===== src/rtl/hazard_detect_if.sv =====
// Decode-to-hazard-detector bundle: decode fields in, operand-mux selects and stall request out.
// Slave modport is the detector; master modport is the decode stage driving it.
interface hazard_detect_if #(
    parameter int REG_AW = 5,
    parameter int CNT_W  = 16
);
    logic              valid;
    logic [REG_AW-1:0] rs1;
    logic [REG_AW-1:0] rs2;
    logic [REG_AW-1:0] rd;
    logic              regWrite;
    logic              isLoad;
    logic              isLUI;

    logic              RAhz;
    logic              RBhz;
    logic              ALU2Ahz;
    logic              ALU2Bhz;
    logic              ALU1Ahz;
    logic              ALU1Bhz;
    logic              luiHaz1;
    logic              luiHaz2;
    logic              nop;
    logic [CNT_W-1:0]  stallCount;

    modport master (
        output valid, rs1, rs2, rd, regWrite, isLoad, isLUI,
        input  RAhz, RBhz, ALU2Ahz, ALU2Bhz, ALU1Ahz, ALU1Bhz,
        input  luiHaz1, luiHaz2, nop, stallCount
    );

    modport slave (
        input  valid, rs1, rs2, rd, regWrite, isLoad, isLUI,
        output RAhz, RBhz, ALU2Ahz, ALU2Bhz, ALU1Ahz, ALU1Bhz,
        output luiHaz1, luiHaz2, nop, stallCount
    );
endinterface


===== src/rtl/hazard_detect.sv =====
// Decode-stage hazard detector over a 3-entry in-flight scoreboard; hazard flags are zero-latency.
// No backpressure input; on a load-use hit it asserts nop for one cycle and drops the decoding slot.
module hazard_detect #(
    parameter int REG_AW = 5,
    parameter int CNT_W  = 16
) (
    input  logic           clk,
    input  logic           rst,
    hazard_detect_if.slave hz
);
    typedef struct packed {
        logic              v;
        logic [REG_AW-1:0] rd;
        logic              wr;
        logic              ld;
        logic              lui;
    } ex_entry_t;

    // Later stages only need the fields something still looks at.
    typedef struct packed {
        logic              v;
        logic [REG_AW-1:0] rd;
        logic              wr;
        logic              lui;
    } mem_entry_t;

    typedef struct packed {
        logic              v;
        logic [REG_AW-1:0] rd;
        logic              wr;
    } wb_entry_t;

    typedef enum logic {IDLE, HOLD} state_t;

    ex_entry_t        stage1_q, stage1_d;
    mem_entry_t       stage2_q;
    wb_entry_t        stage3_q;
    state_t           state_q;
    logic [CNT_W-1:0] stall_cnt_q, stall_cnt_d;

    logic a1_hit, b1_hit, a2_hit, b2_hit, a3_hit, b3_hit;
    logic stall_hold, nop_w;

    function automatic logic src_match(input logic v, input logic wr,
                                       input logic [REG_AW-1:0] rd,
                                       input logic [REG_AW-1:0] src);
        return v & wr & (rd == src) & (src != '0);
    endfunction

    always_comb begin
        stall_hold = (state_q == HOLD);
        a1_hit = hz.valid & src_match(stage1_q.v, stage1_q.wr, stage1_q.rd, hz.rs1);
        b1_hit = hz.valid & src_match(stage1_q.v, stage1_q.wr, stage1_q.rd, hz.rs2);
        a2_hit = hz.valid & src_match(stage2_q.v, stage2_q.wr, stage2_q.rd, hz.rs1);
        b2_hit = hz.valid & src_match(stage2_q.v, stage2_q.wr, stage2_q.rd, hz.rs2);
        a3_hit = hz.valid & src_match(stage3_q.v, stage3_q.wr, stage3_q.rd, hz.rs1);
        b3_hit = hz.valid & src_match(stage3_q.v, stage3_q.wr, stage3_q.rd, hz.rs2);
        nop_w  = hz.valid & stage1_q.ld & (a1_hit | b1_hit) & ~stall_hold;

        // A stalled instruction is re-presented by the front end, so it must not enter here.
        stage1_d = '0;
        if (hz.valid && !nop_w) begin
            stage1_d.v   = 1'b1;
            stage1_d.rd  = hz.rd;
            stage1_d.wr  = hz.regWrite;
            stage1_d.ld  = hz.isLoad;
            stage1_d.lui = hz.isLUI;
        end

        stall_cnt_d = stall_cnt_q;
        if (nop_w && (stall_cnt_q != '1)) begin
            stall_cnt_d = stall_cnt_q + CNT_W'(1);
        end
    end

    assign hz.RAhz       = a3_hit;
    assign hz.RBhz       = b3_hit;
    assign hz.ALU2Ahz    = a2_hit;
    assign hz.ALU2Bhz    = b2_hit;
    assign hz.ALU1Ahz    = a1_hit;
    assign hz.ALU1Bhz    = b1_hit;
    assign hz.luiHaz1    = stage1_q.v & stage1_q.lui;
    assign hz.luiHaz2    = stage2_q.v & stage2_q.lui;
    assign hz.nop        = nop_w;
    assign hz.stallCount = stall_cnt_q;

    always_ff @(posedge clk) begin
        if (rst) begin
            stage1_q    <= '0;
            stage2_q    <= '0;
            stage3_q    <= '0;
            state_q     <= IDLE;
            stall_cnt_q <= '0;
        end else begin
            stage1_q     <= stage1_d;
            stage2_q.v   <= stage1_q.v;
            stage2_q.rd  <= stage1_q.rd;
            stage2_q.wr  <= stage1_q.wr;
            stage2_q.lui <= stage1_q.lui;
            stage3_q.v   <= stage2_q.v;
            stage3_q.rd  <= stage2_q.rd;
            stage3_q.wr  <= stage2_q.wr;
            stall_cnt_q  <= stall_cnt_d;
            case (state_q)
                IDLE:    if (nop_w) state_q <= HOLD;
                HOLD:    state_q <= IDLE;
                default: state_q <= IDLE;
            endcase
        end
    end
endmodule


===== src/flat_wrapper.sv =====
// flat-port wrapper written by rule: the top's interface ports become plain ports
module hazard_detect_flat 
#(
    parameter int REG_AW = 5,
    parameter int CNT_W  = 16
)
  (clk, rst, hz_valid, hz_rs1, hz_rs2, hz_rd, hz_regWrite, hz_isLoad, hz_isLUI, hz_RAhz, hz_RBhz, hz_ALU2Ahz, hz_ALU2Bhz, hz_ALU1Ahz, hz_ALU1Bhz, hz_luiHaz1, hz_luiHaz2, hz_nop, hz_stallCount);
  hazard_detect_if #(.REG_AW(REG_AW), .CNT_W(CNT_W)) hz_i ();
  input  logic clk;
  input  logic rst;
  input wire logic [$bits(hz_i.valid)-1:0] hz_valid;
  input wire logic [$bits(hz_i.rs1)-1:0] hz_rs1;
  input wire logic [$bits(hz_i.rs2)-1:0] hz_rs2;
  input wire logic [$bits(hz_i.rd)-1:0] hz_rd;
  input wire logic [$bits(hz_i.regWrite)-1:0] hz_regWrite;
  input wire logic [$bits(hz_i.isLoad)-1:0] hz_isLoad;
  input wire logic [$bits(hz_i.isLUI)-1:0] hz_isLUI;
  output wire logic [$bits(hz_i.RAhz)-1:0] hz_RAhz;
  output wire logic [$bits(hz_i.RBhz)-1:0] hz_RBhz;
  output wire logic [$bits(hz_i.ALU2Ahz)-1:0] hz_ALU2Ahz;
  output wire logic [$bits(hz_i.ALU2Bhz)-1:0] hz_ALU2Bhz;
  output wire logic [$bits(hz_i.ALU1Ahz)-1:0] hz_ALU1Ahz;
  output wire logic [$bits(hz_i.ALU1Bhz)-1:0] hz_ALU1Bhz;
  output wire logic [$bits(hz_i.luiHaz1)-1:0] hz_luiHaz1;
  output wire logic [$bits(hz_i.luiHaz2)-1:0] hz_luiHaz2;
  output wire logic [$bits(hz_i.nop)-1:0] hz_nop;
  output wire logic [$bits(hz_i.stallCount)-1:0] hz_stallCount;
  assign hz_i.valid = hz_valid;
  assign hz_i.rs1 = hz_rs1;
  assign hz_i.rs2 = hz_rs2;
  assign hz_i.rd = hz_rd;
  assign hz_i.regWrite = hz_regWrite;
  assign hz_i.isLoad = hz_isLoad;
  assign hz_i.isLUI = hz_isLUI;
  assign hz_RAhz = hz_i.RAhz;
  assign hz_RBhz = hz_i.RBhz;
  assign hz_ALU2Ahz = hz_i.ALU2Ahz;
  assign hz_ALU2Bhz = hz_i.ALU2Bhz;
  assign hz_ALU1Ahz = hz_i.ALU1Ahz;
  assign hz_ALU1Bhz = hz_i.ALU1Bhz;
  assign hz_luiHaz1 = hz_i.luiHaz1;
  assign hz_luiHaz2 = hz_i.luiHaz2;
  assign hz_nop = hz_i.nop;
  assign hz_stallCount = hz_i.stallCount;
  hazard_detect #(.REG_AW(REG_AW), .CNT_W(CNT_W)) u_core (.clk(clk), .rst(rst), .hz(hz_i));
endmodule

===== config.mk =====
export PLATFORM = sky130hd
export DESIGN_NAME = hazard_detect_flat
export DESIGN_NICKNAME = d
export VERILOG_FILES = /design/src/rtl/hazard_detect_if.sv /design/src/rtl/hazard_detect.sv /design/src/flat_wrapper.sv
export SDC_FILE = /design/constraint.sdc
export NUM_CORES = 1
export LEC_CHECK = 0
export ABC_AREA = 1
export CAP_MARGIN = 20
export CORE_MARGIN = 2
export CORE_UTILIZATION = 54
export CTS_CLUSTER_SIZE = 20
export DETAILED_ROUTE_END_ITERATION = 16
export GPL_ROUTABILITY_DRIVEN = 0
export PLACE_DENSITY = 0.82
export REMOVE_ABC_BUFFERS = 1
export SYNTH_ARGS = -nofsm -noshare
export SYNTH_HDL_FRONTEND = slang
export SYNTH_SLANG_ARGS = --single-unit

===== constraint.sdc =====
create_clock -name clk -period 2.45 [get_ports clk]
set_clock_uncertainty 0.1 [all_clocks]
set_input_delay 0.49 -clock clk [delete_from_list [all_inputs] [get_ports clk]]
set_output_delay 0.49 -clock clk [all_outputs]
set_load 0.02 [all_outputs]

==> metrics.md <==
| Metric | Value |
|---|---|
| Fraction of layout cells with a size suffix above 1 | `between 10% and 20%` |
| Tightest Pin Transition | `390 ps` |
| Clock transition at the registers of the reported paths | `roughly 80 ps` |
| Sum of routed wire length over all layers | `around 5400 um` |
| Cts hold-fix bufs | `0` |
| Synthesis warning total | `0` |
| Worst path bufs/invs | `3` |
| Number of cells traversed by the worst hold path | `2` |
| Chip height | `~67 um` |
| Number of buffers inserted by port buffering | `45` |
| Critical-path cell with the highest stage delay | `clkdlybuf4s50_1` |
| Wire length of the first global-routing pass | `8560 um` |
| Cell Pwr Density | `480 nW/um^2` |
| Number of flip-flops and latches in the synthesized netlist | `between 40 and 50` |
| Vias per std cell | `approximately 4.9` |
| Final Max Slew Viols | `0` |
| Synth top area share | `38.5%` |
| Worst rel slew slack | `about 74%` |
| Crit path top cell by count | `nand2_1` |
| Worst EP required | `between 1500 and 2000 ps` |
| Capture instance of the worst register-to-register path | `u_core.hz.stallCount[15]` |
| Total I/O pin count | `between 40 and 50` |
| Utilization after layout | `approximately 78%` |
| Async set or reset register ratio after synthesis | `0%` |
| Final setup violation count | `0` |
| Via count of the first global-routing pass | `2002` |
| Total GRT Usage | `approximately a quarter` |
| Final hold violations | `0` |
| IR Drop Worst-Case VDD | `roughly 0.00043 V` |
| Most frequent standard cell in the layout excluding fill and tap cells | `nand2_1` |
| Floorplan Core Area | `about 3700 um^2` |
| Clk sinks | `between 40 and 50` |
| Remaining antenna violation count | `0` |
| Outcome | `completed` |
| Minimum setup slack among reg-to-reg paths | `560 ps` |
| Cell taking the most area after synthesis | `dfxtp_1` |
| CP Launch Type | `primary input` |
| Largest cells by area after synthesis | `dfxtp_1 (38%), nand2_1 (12%), nor2_1 (12%), inv_1 (11%), xnor2_1 (4.9%)` |
| Clock period minus final worst setup slack | `approximately 2400 ps` |
| Average detailed-routed wire length per instance | `around 12 um` |
| Storage element area | `between 800 and 900 um^2` |
| Worst stage delay on the critical path | `500 ps` |
| Commonest cells after routing, fill and taps aside | `nand2_1 (68), nor2_1 (65), inv_1 (58)` |
| Final instance area | `roughly 2900 um^2` |
| Worst Setup End Kind | `output pin` |
| Clk root buf | `clkbuf_8` |
| Die Width | `between 60 and 70 um` |
| Number of maximum-capacitance constraint violations | `0` |
| Area of the multi-input gates | `1050 um^2` |
| Most common flop cell mapped by yosys | `dfxtp_1` |
| Effective utilization at floorplan | `a little under three fifths` |
| Initial detailed-routing violation count | `140` |
| Average size of a mapped cell | `around 6.6 um^2` |
| Row cnt | `22` |
| Fraction of the cycle the final worst path needs | `96.2%` |
| RR Startpoint | `u_core.hz.stallCount[1]` |
| Antenna Diode Count | `0` |
| Count of TritonRoute iterations in the first routing pass | `4` |
| Worst Setup Path Type | `primary input to output pin` |
| Number of antenna violations at the first check in global routing | `0` |
| Number of nets in the layout | `between 400 and 500` |
| Maximum number of pins on one net before global-route repair | `25` |
| Achievable Freq | `approximately 420 MHz` |
| Sequential fraction of the synthesis area | `between 30% and 40%` |
| Setup repair after global routing missed its margin | `no` |
| Fill count | `about 280` |
| Instance count of the mapped netlist | `324` |
| Die area | `approximately 4500 um^2` |
| Vias | `2148` |
| Critical Path Fanout Max | `3` |
| Overflow left after global routing | `0` |
| Count of unresolved DRC violations after routing | `0` |
| Total power after layout | `~0.0014 W` |
| Worst Hold End | `u_core.stage2_q[0]` |
| CTS H-Tree Depth | `2` |
| Arrival time worst endpoint | `between 1500 and 2000 ps` |
| Clock latency reported for the late side of the worst-skew pair | `300 ps` |
| Clock buffer count from CTS | `5` |
| HP Start | `u_core.stage1_q[0]` |
| Critical path's top delay family | `buffers and inverters` |
| Clock buffer depth | `2` |
| Number of enable flip-flop cells after synthesis | `0` |
| Worst-path cell chain | `clkdlybuf4s50_1 > nand2_1 > nand2_1 > nand2_1 > nor2_2 > nand2_2 > nand2_2 > nand2_4 > inv_4 > buf_4` |
| Number of cells traversed by the worst register-to-register path | `10` |
| Area of the mapped netlist | `about 2100 um^2` |
| Path type of the worst min-delay path | `flop to flop` |
| Instance area at placement | `around 2800 um^2` |
| Layout overhead on the synthesized area | `35.2%` |
| Post-synthesis cell type count | `30` |
| CTS tree | `done` |
| Static leakage power | `approximately 1.4 nW` |
| HPWL after detailed placement | `just over 4000 um` |
==> metal layers <==
metal	wire [um]	GRT usage (%)	share of wire, %
met5	0	0	0
met4	80	9.44	1.5
met3	304	5.74	5.7
met1	2510	32.8	47
met2	2470	41.5	46
==> metrics by stage <==
stage | hold slack, ps | setup TNS [ps] | cells | worst slack [ps]
2_1_floorplan | 303 | 0 | 319 | 346
3_3_place_gp | 308 | -2970 | 432 | -487
3_5_place_dp | 312 | -3120 | 432 | -492
4_1_cts | 323 | 0 | 440 | 4.86
5_1_grt | 356 | 0 | 441 | 0.260
6_report | 325 | 0 | 441 | 94.2
==> how the worst max path moves through the flow <==
stage	endpoint	cells past startpoint	slack, ps	from
global route	hz_nop	10	0.3	hz_rs2[2]
detailed placement	hz_nop	10	-490	hz_rs1[3]
floorplan	hz_RAhz	5	350	hz_rs1[1]
finish	hz_nop	10	90	hz_rs2[2]
CTS	hz_nop	11	5	hz_rs1[1]
global placement	hz_ALU2Ahz	7	-490	hz_rs1[4]
==> sequential cells by signal (all words and copies together), names as in the netlist <==
signal / flops
u_core.hz.stallCount: 16
u_core.stage1_q: 9
u_core.stage2_q: 8
u_core.stage3_q: 7
u_core.stall_hold: 1
==> cells in the mapped netlist (all sizes together) (4+ instances only) <==
cell type and instances:
a21oi 4, dfxtp 41, inv 65, nand2 71, nand3 12, nand4 12, nor2 68, nor3 6
nor4 4, o21bai 5, xnor2 12, xor2 7
==> worst reg2reg max path: stages, from the launching register on <==
cell and delay (ps):
dfxtp_1 390, ha_1 190, nand2_1 80, nor2_1 150, nand3_1 170, nor2_1 270
nor2_1 150, nand4_1 130, nand2_1 60, nand2_1 50, nor2_1 50
==> cell type report <==
class | instances | area share, %
clock buffers | 5 | 2.39
clock inverters | 3 | 1.61
inverters | 66 | 8.68
multi-input cells | 212 | 36.6
flip-flops and latches | 41 | 28.5
well taps | 48 | 2.08
repair buffers | 66 | 20.2
==> repair_timing <==
item                       4_1_cts  5_1_grt
pin swaps                        1        5
gates resized for setup         41        9
setup endpoints to repair        7        7
setup buffers                    0        1
==> report_power, final <==
group | internal, W | switching [W]
sequential | 0.000678 | 0.0000107
clock | 0.000305 | 0.000253
combinational | 0.0000696 | 0.0000677
total | 0.00105 | 0.000332
==> kinds of logic after synthesis <==
logic type | Yosys count | share of synthesized area [%]
flops | 41 | 38.5
fa+ha+maj | 1 | 0.587
xor+xnor | 19 | 7.81
buf+inv | 71 | 13.0
compound gates | 18 | 5.58
simple gates | 174 | 34.5
(Power assumes the default switching activity.)
==> RTL change 1, RTL diff (same settings) <==
`REG_AW` is set to 5 in 3 places; all go to 6.
--- a/src/rtl/hazard_detect_if.sv
+++ b/src/rtl/hazard_detect_if.sv
@@ -3,3 +3,3 @@
 interface hazard_detect_if #(
-    parameter int REG_AW = 5,
+    parameter int REG_AW = 6,
     parameter int CNT_W  = 16
--- a/src/rtl/hazard_detect.sv
+++ b/src/rtl/hazard_detect.sv
@@ -3,3 +3,3 @@
 module hazard_detect #(
-    parameter int REG_AW = 5,
+    parameter int REG_AW = 6,
     parameter int CNT_W  = 16
--- a/src/flat_wrapper.sv
+++ b/src/flat_wrapper.sv
@@ -3,3 +3,3 @@
 #(
-    parameter int REG_AW = 5,
+    parameter int REG_AW = 6,
     parameter int CNT_W  = 16
Interface: changed (resized hz_rd, hz_rs1 and hz_rs2); port bits go from 46 to 49. The function was not compared with the original's and may differ.
==> RTL change 1 against the original RTL <==
Setup slack improved by 0.063 ns. Sequential cell count up 3. Routed wire length rose by 21%. Synthesized area up 22%. Design area up 17%. Sequential power grew 7.6%. Largest power group unchanged. Register-to-register slack got worse by 0.04 ns. Critical endpoint unchanged. Die area rose by 21%. Combinational power rose by 25%. Sequential share of layout area fell by 2.5 points. Power is 8.0% higher. Global-route usage fell by 0.35 points. Final cell count grew 23%.
==> RTL change 1: results (changes against the original RTL) <==
global-route wire length before repair=10600 um (+24%); pin count of the biggest net entering global routing=29 (+16%); Worst VDD drop=349 uV (-19%); GRT Total Usage=25.1% (-0.35 points); routed len/inst=12.0 um (-1.5%); Slew Limit Headroom=68.8% (-4.9 points); Worst path slowest cell=dlygate4sd2_1; vias per cell=4.98 (+2.3%); layout cell share with drive strength beyond 1=12.3% (-0.94 points); kind of cell adding the most delay to the critical path=simple AND/OR/NAND/NOR gates; Post-Synth XOR/XNOR Area=7.71% (-0.091 points); synth top area cells=dfxtp_1, nand2_1, inv_1; internal power=1120 uW (+6.2%); P_leak=0.00162 uW (+19%); port bufs=48 (+6.7%); vias in the first global route=2462 (+23%); fill cell count=395 (+40%); NumNets Final=512 (+24%); critical path startpoint=hz_rs1[0]; outcome=finished clean; reg2reg end=u_core.hz.stallCount[11]; Synth cell types=28 (-6.7%); Critical Path Fanout Max=4 (+1); worst reg2reg setup slack=0.52 ns (-0.04 ns); Worst Path Arrival=1.70 ns (-0.07 ns)
==> RTL change 1: changes by cell type after synthesis, sizes merged, moves of 2 or more <==
cell,unedited run,this run
buf,2,6
dfxtp,41,44
inv,65,87
nand2,71,100
nand3,12,33
nand4,12,17
nor2,68,80
o21bai,5,0
xnor2,12,14
xor2,7,9
==> RTL change 1: stage by stage <==
step	TNS, ns	instance area [um2]	setup WS [ns]	instances
after floorplan	-0.0888	2560	-0.0888	407
after global placement	-3.12	3290	-0.487	534
after detailed placement	-3.49	3290	-0.528	534
after CTS	0	3380	0.0372	542
after global routing	0	3390	0.0564	542
final	0	3390	0.157	542
==> RTL change 1: worst min-delay path by stage <==
stage,end,cells after the start,from,slack (ns)
2_1_floorplan,u_core.stage2_q[0],2,u_core.stage1_q[0],0.30
3_3_place_gp,u_core.stage2_q[0],2,u_core.stage1_q[0],0.31
3_5_place_dp,u_core.stage2_q[0],2,u_core.stage1_q[0],0.32
4_1_cts,u_core.stage2_q[0],2,u_core.stage1_q[0],0.33
5_1_grt,u_core.stage2_q[0],2,u_core.stage1_q[0],0.36
6_report,u_core.stage2_q[0],2,u_core.stage1_q[0],0.33
==> RTL change 1: cells by family (layout without fill, tap and decap cells) <==
family          Yosys count  count (layout)
buf+inv                  97             168
simple gates            242             242
compound gates           10              10
flops                    44              44
xor+xnor                 23              23
fa+ha+maj                 1               1
==> RTL change 1: cell type report <==
cell class              count  area share, %
multi-input cells         276           40.2
inverters                  87           9.65
repair buffers             73           18.7
clock inverters             3           1.37
well taps                  54           2.00
flip-flops and latches     44           26.0
clock buffers               5           2.03
==> RTL change 1: power by group through the flow <==
stage | sequential (uW) | combinational (uW) | clock [uW]
floorplan | 753 | 76.6 | 0
global placement | 756 | 172 | 0
detailed placement | 756 | 175 | 0
CTS | 740 | 171 | 585
global route | 742 | 191 | 615
finish | 740 | 171 | 584
==> RTL change 1: routing by layer <==
| layer | up-vias | share of wire [%] | wire length, um | GRT usage [%] |
|---|---|---|---|---|
| met3 | 16 | 6.7 | 437 | 4.39 |
| li1 | 1396 | - | - | - |
| met5 | - | 0 | 0 | 0 |
| met4 | 0 | 2.0 | 132 | 8.08 |
| met2 | 98 | 46 | 2990 | 41.9 |
| met1 | 1190 | 45 | 2930 | 32.9 |
==> RTL change 1: timing repair <==
item	CTS	global route
resized for setup	44	4
endpoints found under the setup margin	7	6
pin swaps	1	0
==> RTL change 1: worst register-to-register path, cell delays in order, from the launching register on <==
cell	delay, ns
dfxtp_1	0.40
ha_1	0.21
nand2_1	0.11
nor2_2	0.28
nand4_4	0.24
nand2_1	0.18
inv_1	0.07
nand3_1	0.08
nand2_1	0.07
nand2_1	0.06
nor2_1	0.04
==> RTL change 2, RTL diff (config.mk and constraints unchanged) <==
Without the edit above. Reset style: asynchronous (`rst`), changed in one clocked block.
--- a/src/rtl/hazard_detect.sv
+++ b/src/rtl/hazard_detect.sv
@@ -86,3 +86,3 @@
 
-    always_ff @(posedge clk) begin
+    always_ff @(posedge clk or posedge rst) begin
         if (rst) begin
Formal check against the unedited RTL: differs if rst is asserted again (counterexample within 4 cycles, from zero or initial values and one cycle with rst high); with rst held inactive, the same outputs for 10 cycles.
==> RTL change 2 against the original RTL <==
Setup slack better by 0.052 ns. Power shrank 5.7%. Design area grew 2.9%. Via count decreased by 6.1%. Critical path depth down 1. Routed wire length down 6.4%. Core utilization down 2.9 points. Largest cell class is now flip-flops and latches. Synthesized area up 3.8%. Sequential share of layout area increased by 6.1 points. Worst hold slack got worse by 0.052 ns. Sequential cell count unchanged. Maximum frequency up 2.2%.
==> RTL change 2: results (changes against the original RTL) <==
Slowest Stage Delay on Critical Path=0.29 ns (-0.21 ns); outcome=finished clean; pin count of the biggest net entering global routing=42 (+68%); reg2reg start=u_core.hz.stallCount[0]; top post-synthesis cells by count=nand2_1, inv_1, dfrtp_1; GRT Total Usage=23.7% (-1.8 points); Post-Synth XOR/XNOR Area=11.1% (+3.3 points); Inverters=52 (-21%); Hold Slack=0.272 ns (-0.0523 ns); Post-Synth Adder-Cell Area=0.565% (-0.022 points); area taken by multi-input logic gates=992 um2 (-5.8%); WHS Endpoint=u_core.stage3_q[0]; Seq pwr share=54.8% (+5.1 points); Synth cell types=23 (-23%); Post-Layout Cell Count=411 (-6.8%); WL met1=2380 um (-5.1%); global routing usage on met1=32.1% (-0.65 points); seq pwr=715 uW (+3.9%); reg2reg end=u_core.hz.stallCount[2]; Comb pwr share=11.8% (+1.9 points); multi-input gates=192 (-9.4%); internal power=970 uW (-7.9%); hold path cells=0 (-2); Worst VDD drop=450 uV (+4.2%); global-route wire length before repair=8220 um (-4.0%); routed wire length on met2=2330 um (-5.8%); total wire length=5020 um (-6.4%); Post-DP Area=2890 um2 (+4.3%); P_leak=0.00157 uW (+15%); nonclk buf count=68 (+3.0%); sequential share of the synthesized area=46.4% (+7.9 points); Worst Tran Pin Value=0.506 ns (+0.115 ns); final core utilization=74.7% (-2.9 points); fraction of area in registers=34.6% (+6.1 points); hold_sp=u_core.stage2_q[1]; pre-CTS setup slack=-0.541 ns (-0.0489 ns)
-- RTL change 2: cell count changes after synthesis, sizes merged, moves of 5 or more --
| cell | unedited run | this run |
|---|---|---|
| dfrtp | 0 | 41 |
| dfxtp | 41 | 0 |
| inv | 65 | 52 |
| nand2 | 71 | 85 |
| nand3 | 12 | 17 |
| nor2 | 68 | 33 |
| o21bai | 5 | 0 |
| xor2 | 7 | 14 |
-- RTL change 2: how the worst max path moves through the flow --
stage / startpoint / end / slack (ns) / cells past startpoint
6_report: hz_rs2[0] / hz_nop / 0.15 / 9
5_1_grt: hz_rs2[0] / hz_nop / 0.08 / 9
4_1_cts: hz_rs2[4] / hz_ALU2Bhz / 0.007 / 7
3_5_place_dp: hz_rs1[3] / hz_nop / -0.54 / 10
3_3_place_gp: hz_valid / hz_nop / -0.51 / 10
2_1_floorplan: hz_rs2[2] / hz_RBhz / 0.38 / 5
